`src/rtl/conf_int_add__accum__w_ff.sv`:
```
// Frame accumulator behind the configurable-accuracy adder. It sums ACCUM_LEN samples
// and tags each frame result with its accuracy mode and a mixed-mode error flag.
module conf_int_add__accum__w_ff #(
  parameter int OP_BITWIDTH        = 16,
  parameter int DATA_PATH_BITWIDTH = 16,
  parameter int ACCUM_LEN          = 4,
  localparam int DPW   = DATA_PATH_BITWIDTH,
  localparam int CNT_W = (ACCUM_LEN > 1) ? $clog2(ACCUM_LEN) : 1,
  localparam int OUT_W = DPW + 1 + $clog2(ACCUM_LEN)
) (
  input  logic             clk,
  input  logic             rst,
  input  logic             in_valid,
  output logic             in_ready,
  input  logic [DPW:0]     in_data,
  input  logic             in_acc__sel,
  output logic             out_valid,
  input  logic             out_ready,
  output logic [OUT_W-1:0] out_data,
  output logic             out_acc__sel,
  output logic             out_mode_err
);

  // OP_BITWIDTH only travels with the adder configuration; the masked width is fixed.
  localparam int MASK_W = (OP_BITWIDTH > 0) ? 8 : 8;
  localparam logic [CNT_W-1:0] LAST_CNT = CNT_W'(ACCUM_LEN - 1);

  typedef enum logic [1:0] {IDLE, ACCUM, HOLD} state_e;

  state_e           state_q, state_d;
  logic [OUT_W-1:0] acc_q, acc_d;
  logic [CNT_W-1:0] cnt_q, cnt_d;
  logic             mode_q, mode_d;
  logic             err_q, err_d;
  logic [OUT_W-1:0] out_data_q, out_data_d;
  logic             out_sel_q, out_sel_d;
  logic             out_err_q, out_err_d;
  logic             out_valid_q, out_valid_d;

  logic [DPW:0]     sample;
  logic [OUT_W-1:0] sum;
  logic             first, last, xfer_in, mode_n, err_n;

  assign in_ready     = (state_q != HOLD);
  assign xfer_in      = in_valid & in_ready;
  assign out_valid    = out_valid_q;
  assign out_data     = out_data_q;
  assign out_acc__sel = out_sel_q;
  assign out_mode_err = out_err_q;

  always_comb begin
    // Approximate-mode results carry garbage in the low byte; drop it here.
    sample = in_data;
    if (!in_acc__sel) sample[MASK_W-1:0] = '0;

    first  = (state_q == IDLE);
    sum    = first ? OUT_W'(sample) : acc_q + OUT_W'(sample);
    mode_n = first ? in_acc__sel : mode_q;
    err_n  = first ? 1'b0 : (err_q | (in_acc__sel != mode_q));
    last   = first ? (ACCUM_LEN == 1) : (cnt_q == LAST_CNT);

    state_d     = state_q;
    acc_d       = acc_q;
    cnt_d       = cnt_q;
    mode_d      = mode_q;
    err_d       = err_q;
    out_data_d  = out_data_q;
    out_sel_d   = out_sel_q;
    out_err_d   = out_err_q;
    out_valid_d = out_valid_q;

    case (state_q)
      IDLE, ACCUM: begin
        if (xfer_in) begin
          acc_d  = sum;
          mode_d = mode_n;
          err_d  = err_n;
          if (last) begin
            out_data_d  = sum;
            out_sel_d   = mode_n;
            out_err_d   = err_n;
            out_valid_d = 1'b1;
            cnt_d       = '0;
            state_d     = HOLD;
          end else begin
            cnt_d   = cnt_q + 1'b1;
            state_d = ACCUM;
          end
        end
      end
      HOLD: begin
        if (out_ready) begin
          out_valid_d = 1'b0;
          state_d     = IDLE;
        end
      end
      default: state_d = IDLE;
    endcase
  end

  always_ff @(posedge clk) begin
    if (rst) begin
      state_q     <= IDLE;
      acc_q       <= '0;
      cnt_q       <= '0;
      mode_q      <= 1'b0;
      err_q       <= 1'b0;
      out_data_q  <= '0;
      out_sel_q   <= 1'b0;
      out_err_q   <= 1'b0;
      out_valid_q <= 1'b0;
    end else begin
      state_q     <= state_d;
      acc_q       <= acc_d;
      cnt_q       <= cnt_d;
      mode_q      <= mode_d;
      err_q       <= err_d;
      out_data_q  <= out_data_d;
      out_sel_q   <= out_sel_d;
      out_err_q   <= out_err_d;
      out_valid_q <= out_valid_d;
    end
  end

endmodule
```
`config.mk`:
```
export PLATFORM = sky130hd
export DESIGN_NAME = conf_int_add__accum__w_ff
export DESIGN_NICKNAME = d
export VERILOG_FILES = /design/src/rtl/conf_int_add__accum__w_ff.sv
export SDC_FILE = /design/constraint.sdc
export NUM_CORES = 1
export LEC_CHECK = 0
export ABC_CLOCK_PERIOD_IN_PS = 3450
export CORE_UTILIZATION = 35
export DETAILED_ROUTE_END_ITERATION = 12
export GPL_ROUTABILITY_DRIVEN = 0
export PLACE_DENSITY = 0.65
export SLEW_MARGIN = 20
export SYNTH_ARGS = -nofsm -noshare
export SYNTH_HDL_FRONTEND = slang
export SYNTH_SLANG_ARGS = --single-unit
export TNS_END_PERCENT = 100
```
`constraint.sdc`:
```
create_clock -name clk -period 3.45 [get_ports clk]
set_input_delay 0.8625 -clock clk [delete_from_list [all_inputs] [get_ports clk]]
set_output_delay 0.8625 -clock clk [all_outputs]
set_load 0.01 [all_outputs]
```
==> results.md <==
* Clock Path Buffers at 2
* Fin util at 0.447
* Clock buffer count from CTS at 5
* Relative slew slack at 0.654
* Worst slack, placed at -127 ps
* Layout Cell Area excl Fill at 0.00367 mm^2
* Commonest non-fill, non-tap cells in the layout: dfxtp_1, nand2_1, nor2_1
* Internal power at 928 uW
* Synthesized instance count at 374
* Global routing usage on met1 at 0.255
* CP arrival at 3470 ps
* Die Wd at between 90 and 100 um
* # DRC at 0
* Antenna-violating nets left at 0
* Pin count of the biggest net entering global routing at 27
* RSZ-0062 raised after global routing: no
* # clock sinks at 47
* Mapped cell area at 0.00296 mm^2
* Reg2reg setup slack at 1170 ps
* Syn Area/Cell at 7.92 um^2
* Total grt overflow at 0
* # port buffers at 44
* Net count after synthesis at 415
* Worst setup startpoint: in_acc__sel
* Area of the multi-input gates at ~0.0019 mm^2
* Via Count at between 2,000 and 3,000
* Post-route setup slack at between 200 and 250 ps
* Critical R2R Launch: acc_q[0]$_SDFFE_PP0P_
* Period utilization at 0.938
* Site Rows at 33
* First-pass GRT wire length at approximately 13 mm
* P_sw at ~400 uW
* Antenna Cells at 0
* CP max FO at 6
* Comb power frac at 0.261
* Final hold slack at 460 ps
* Yosys cell types at 53
* Startpoint types: input port
* Wire per inst at roughly 14 um
* CP Capture Type: flop
* DPL Wire Length at about 5.4 mm
* Initial Util at 0.360
* Critical path class: in -> reg
* Critical Path RT at 3680 ps
* CTS tree: built
* Non-filler instance count after layout at 527
* Synth Register Bits at 47
* Core area at around 0.008 mm^2
* CTS clk-pin slew, worst paths at 90 ps
* Die height at around 94 um
* P per Cell Area at 362 mW/mm^2
* Worst-margin pin slew at 517 ps
* Most common cell after layout, fill and taps aside: dfxtp_1
* GR Layer Usage met3 at 0.0291
* Slew Viols, Final at 0
* Seq pwr share at 0.434
* Die area at between 0.008 and 0.009 mm^2
* Synth warnings at 0
* Worst Setup EP: acc_q[18]$_SDFFE_PP0P_
* Number of global-route vias before repair at 2,623
* Dpl cells at 520
* Antenna violations before repair at 0
* Status: complete, no violations
* Peak supply drop at between 0.0002 and 0.00025 V
* Overall Global Routing Usage at 0.180
* Global route hottest layer: met2
* Share of layout cells above drive strength 1 at 0.104
* H-Tree Depth at 2
* Switching portion of total power at 0.302
* Sequential Area at ~940 um^2
* Worst R2R End: acc_q[18]$_SDFFE_PP0P_
* R2R depth at 10
* Area Growth Syn to Fin at 23.9%
* Pre-antenna DRT Iters at 5
* Placed Instance Area at 0.00354 mm^2
* Clock latency on the worst-skew pair at 310 ps
* Clk_skew at 9.07 ps
* Max Cap Violations at 0
* Final Critical Period at 3230 ps
* Vias per inst at approximately 5.3
* Fill count at between 800 and 900
* Sequential area share after synthesis at 0.318
* Post-CTS setup repair buffer count at 0
* DR iter-0 viols at 219
* IO Count at 45
* Nets at 463
* HP Class: reg -> reg
* Root Driver: clkbuf_8
* Final Setup Violations at 0
* Clock power share at 0.304
* LEAKAGE at 0.00145 uW
* Total Wirelength at 7.40 mm
* GR Util met2 at 0.284
* Final hold vios at 0
* Max Clock Freq at 0.309 GHz
state kept, by name, summed over array words and instances, names as in the netlist:
| signal | count |
|---|---|
| acc_q | 19 |
| out_data | 19 |
| cnt_q | 2 |
| state_q | 2 |
| err_q | 1 |
| mode_q | 1 |
| out_acc__sel | 1 |
| out_mode_err | 1 |
| out_valid | 1 |
area by class of cell:
type	instances	area share
multi-input combinational	293	0.506
sequential	47	0.256
timing repair buffer	65	0.163
tap	105	0.0358
clock buffer	5	0.0188
clock inverter	2	0.0102
inverter	10	0.0102
how the worst min path moves through the flow:
stage | startpoint | end | depth (start not counted)
2_1_floorplan | acc_q[15]$_SDFFE_PP0P_ | acc_q[15]$_SDFFE_PP0P_ | 2
3_3_place_gp | out_data[0]$_SDFFE_PP0P_ | out_data[0]$_SDFFE_PP0P_ | 2
3_5_place_dp | out_data[13]$_SDFFE_PP0P_ | out_data[13]$_SDFFE_PP0P_ | 2
4_1_cts | out_data[0]$_SDFFE_PP0P_ | out_data[0]$_SDFFE_PP0P_ | 2
5_1_grt | out_data[0]$_SDFFE_PP0P_ | out_data[0]$_SDFFE_PP0P_ | 2
6_report | out_data[0]$_SDFFE_PP0P_ | out_data[0]$_SDFFE_PP0P_ | 2
kinds of logic after synthesis:
family | share of synthesized area
AND/OR/NAND/NOR | 0.222
AO/OA/AOI/OAI | 0.253
flip-flops | 0.318
XOR/XNOR | 0.0414
buffers and inverters | 0.0629
adder cells (fa/ha/maj) | 0.0828
multiplexers | 0.0203
metrics by stage:
stage / TNS (ps) / power (uW)
final: 0 / 1330
after global routing: 0 / 1410
after CTS: 0 / 1330
after detailed placement: -850 / 925
after global placement: -190 / 919
after floorplan: 0 / 833
Yosys cell counts (all sizes together):
| cell | n | area share |
|---|---|---|
| a211o | 1 | 0.0030 |
| a2111oi | 2 | 0.0059 |
| nor2 | 45 | 0.057 |
| o21ba | 1 | 0.0034 |
| o21bai | 3 | 0.0076 |
| xnor2 | 5 | 0.015 |
| a311oi | 2 | 0.0059 |
| nand2b | 3 | 0.0063 |
| ha | 18 | 0.076 |
| and3 | 2 | 0.0042 |
| o22ai | 1 | 0.0021 |
| a2bb2oi | 1 | 0.0030 |
| and2b | 1 | 0.0030 |
| and4 | 1 | 0.0030 |
| a31oi | 3 | 0.0063 |
| a32oi | 1 | 0.0030 |
| o21a | 5 | 0.013 |
| buf | 7 | 0.015 |
| or4 | 1 | 0.0025 |
| a211oi | 17 | 0.043 |
| or2 | 1 | 0.0021 |
| o211ai | 1 | 0.0042 |
| o31a | 1 | 0.0059 |
| o32ai | 1 | 0.0030 |
| nor4b | 2 | 0.011 |
| mux2i | 6 | 0.020 |
| nor2b | 3 | 0.0089 |
| nor3 | 12 | 0.020 |
| dfxtp | 47 | 0.32 |
| a21o | 6 | 0.015 |
| o21ai | 24 | 0.051 |
| fa | 1 | 0.0068 |
| inv | 10 | 0.013 |
| nand2 | 45 | 0.057 |
| xor2 | 9 | 0.027 |
| nor4 | 1 | 0.0021 |
| clkbuf | 17 | 0.035 |
| a311o | 1 | 0.0034 |
| and2 | 8 | 0.017 |
| or3 | 1 | 0.0021 |
| nand3 | 9 | 0.015 |
| a21oi | 43 | 0.074 |
| nand4 | 5 | 0.011 |
layer usage:
metal  routed length [um]  vias to the layer above  share of wire
met5                    0                        -              0
met4                   86                        0          0.012
li1                     -                     1420              -
met3                  463                       11          0.063
met1                 3630                     1289           0.49
met2                 3230                       95           0.44
power groups by stage:
stage	logic (uW)	clock network, uW	registers [uW]
finish	347	404	577
global route	390	438	580
CTS	337	418	577
detailed placement	335	0	589
global placement	330	0	589
floorplan	247	0	587
worst max-delay path, cell delays in order:
cell and delay, ps:
clkdlybuf4s50_1 560, and2_1 170, ha_1 160, inv_1 50, fa_1 410, nor2b_4 160
o31a_4 150, o21ai_4 80, o21ai_4 180, o211ai_2 120, or4_1 400, a31oi_1 160
timing repair:
item | in CTS | in global routing
endpoints found under the setup margin | 0 | 4
hold buffers | 0 | 0
gates resized for setup | 0 | 4
Note: power is estimated with default switching activity, not from simulation.
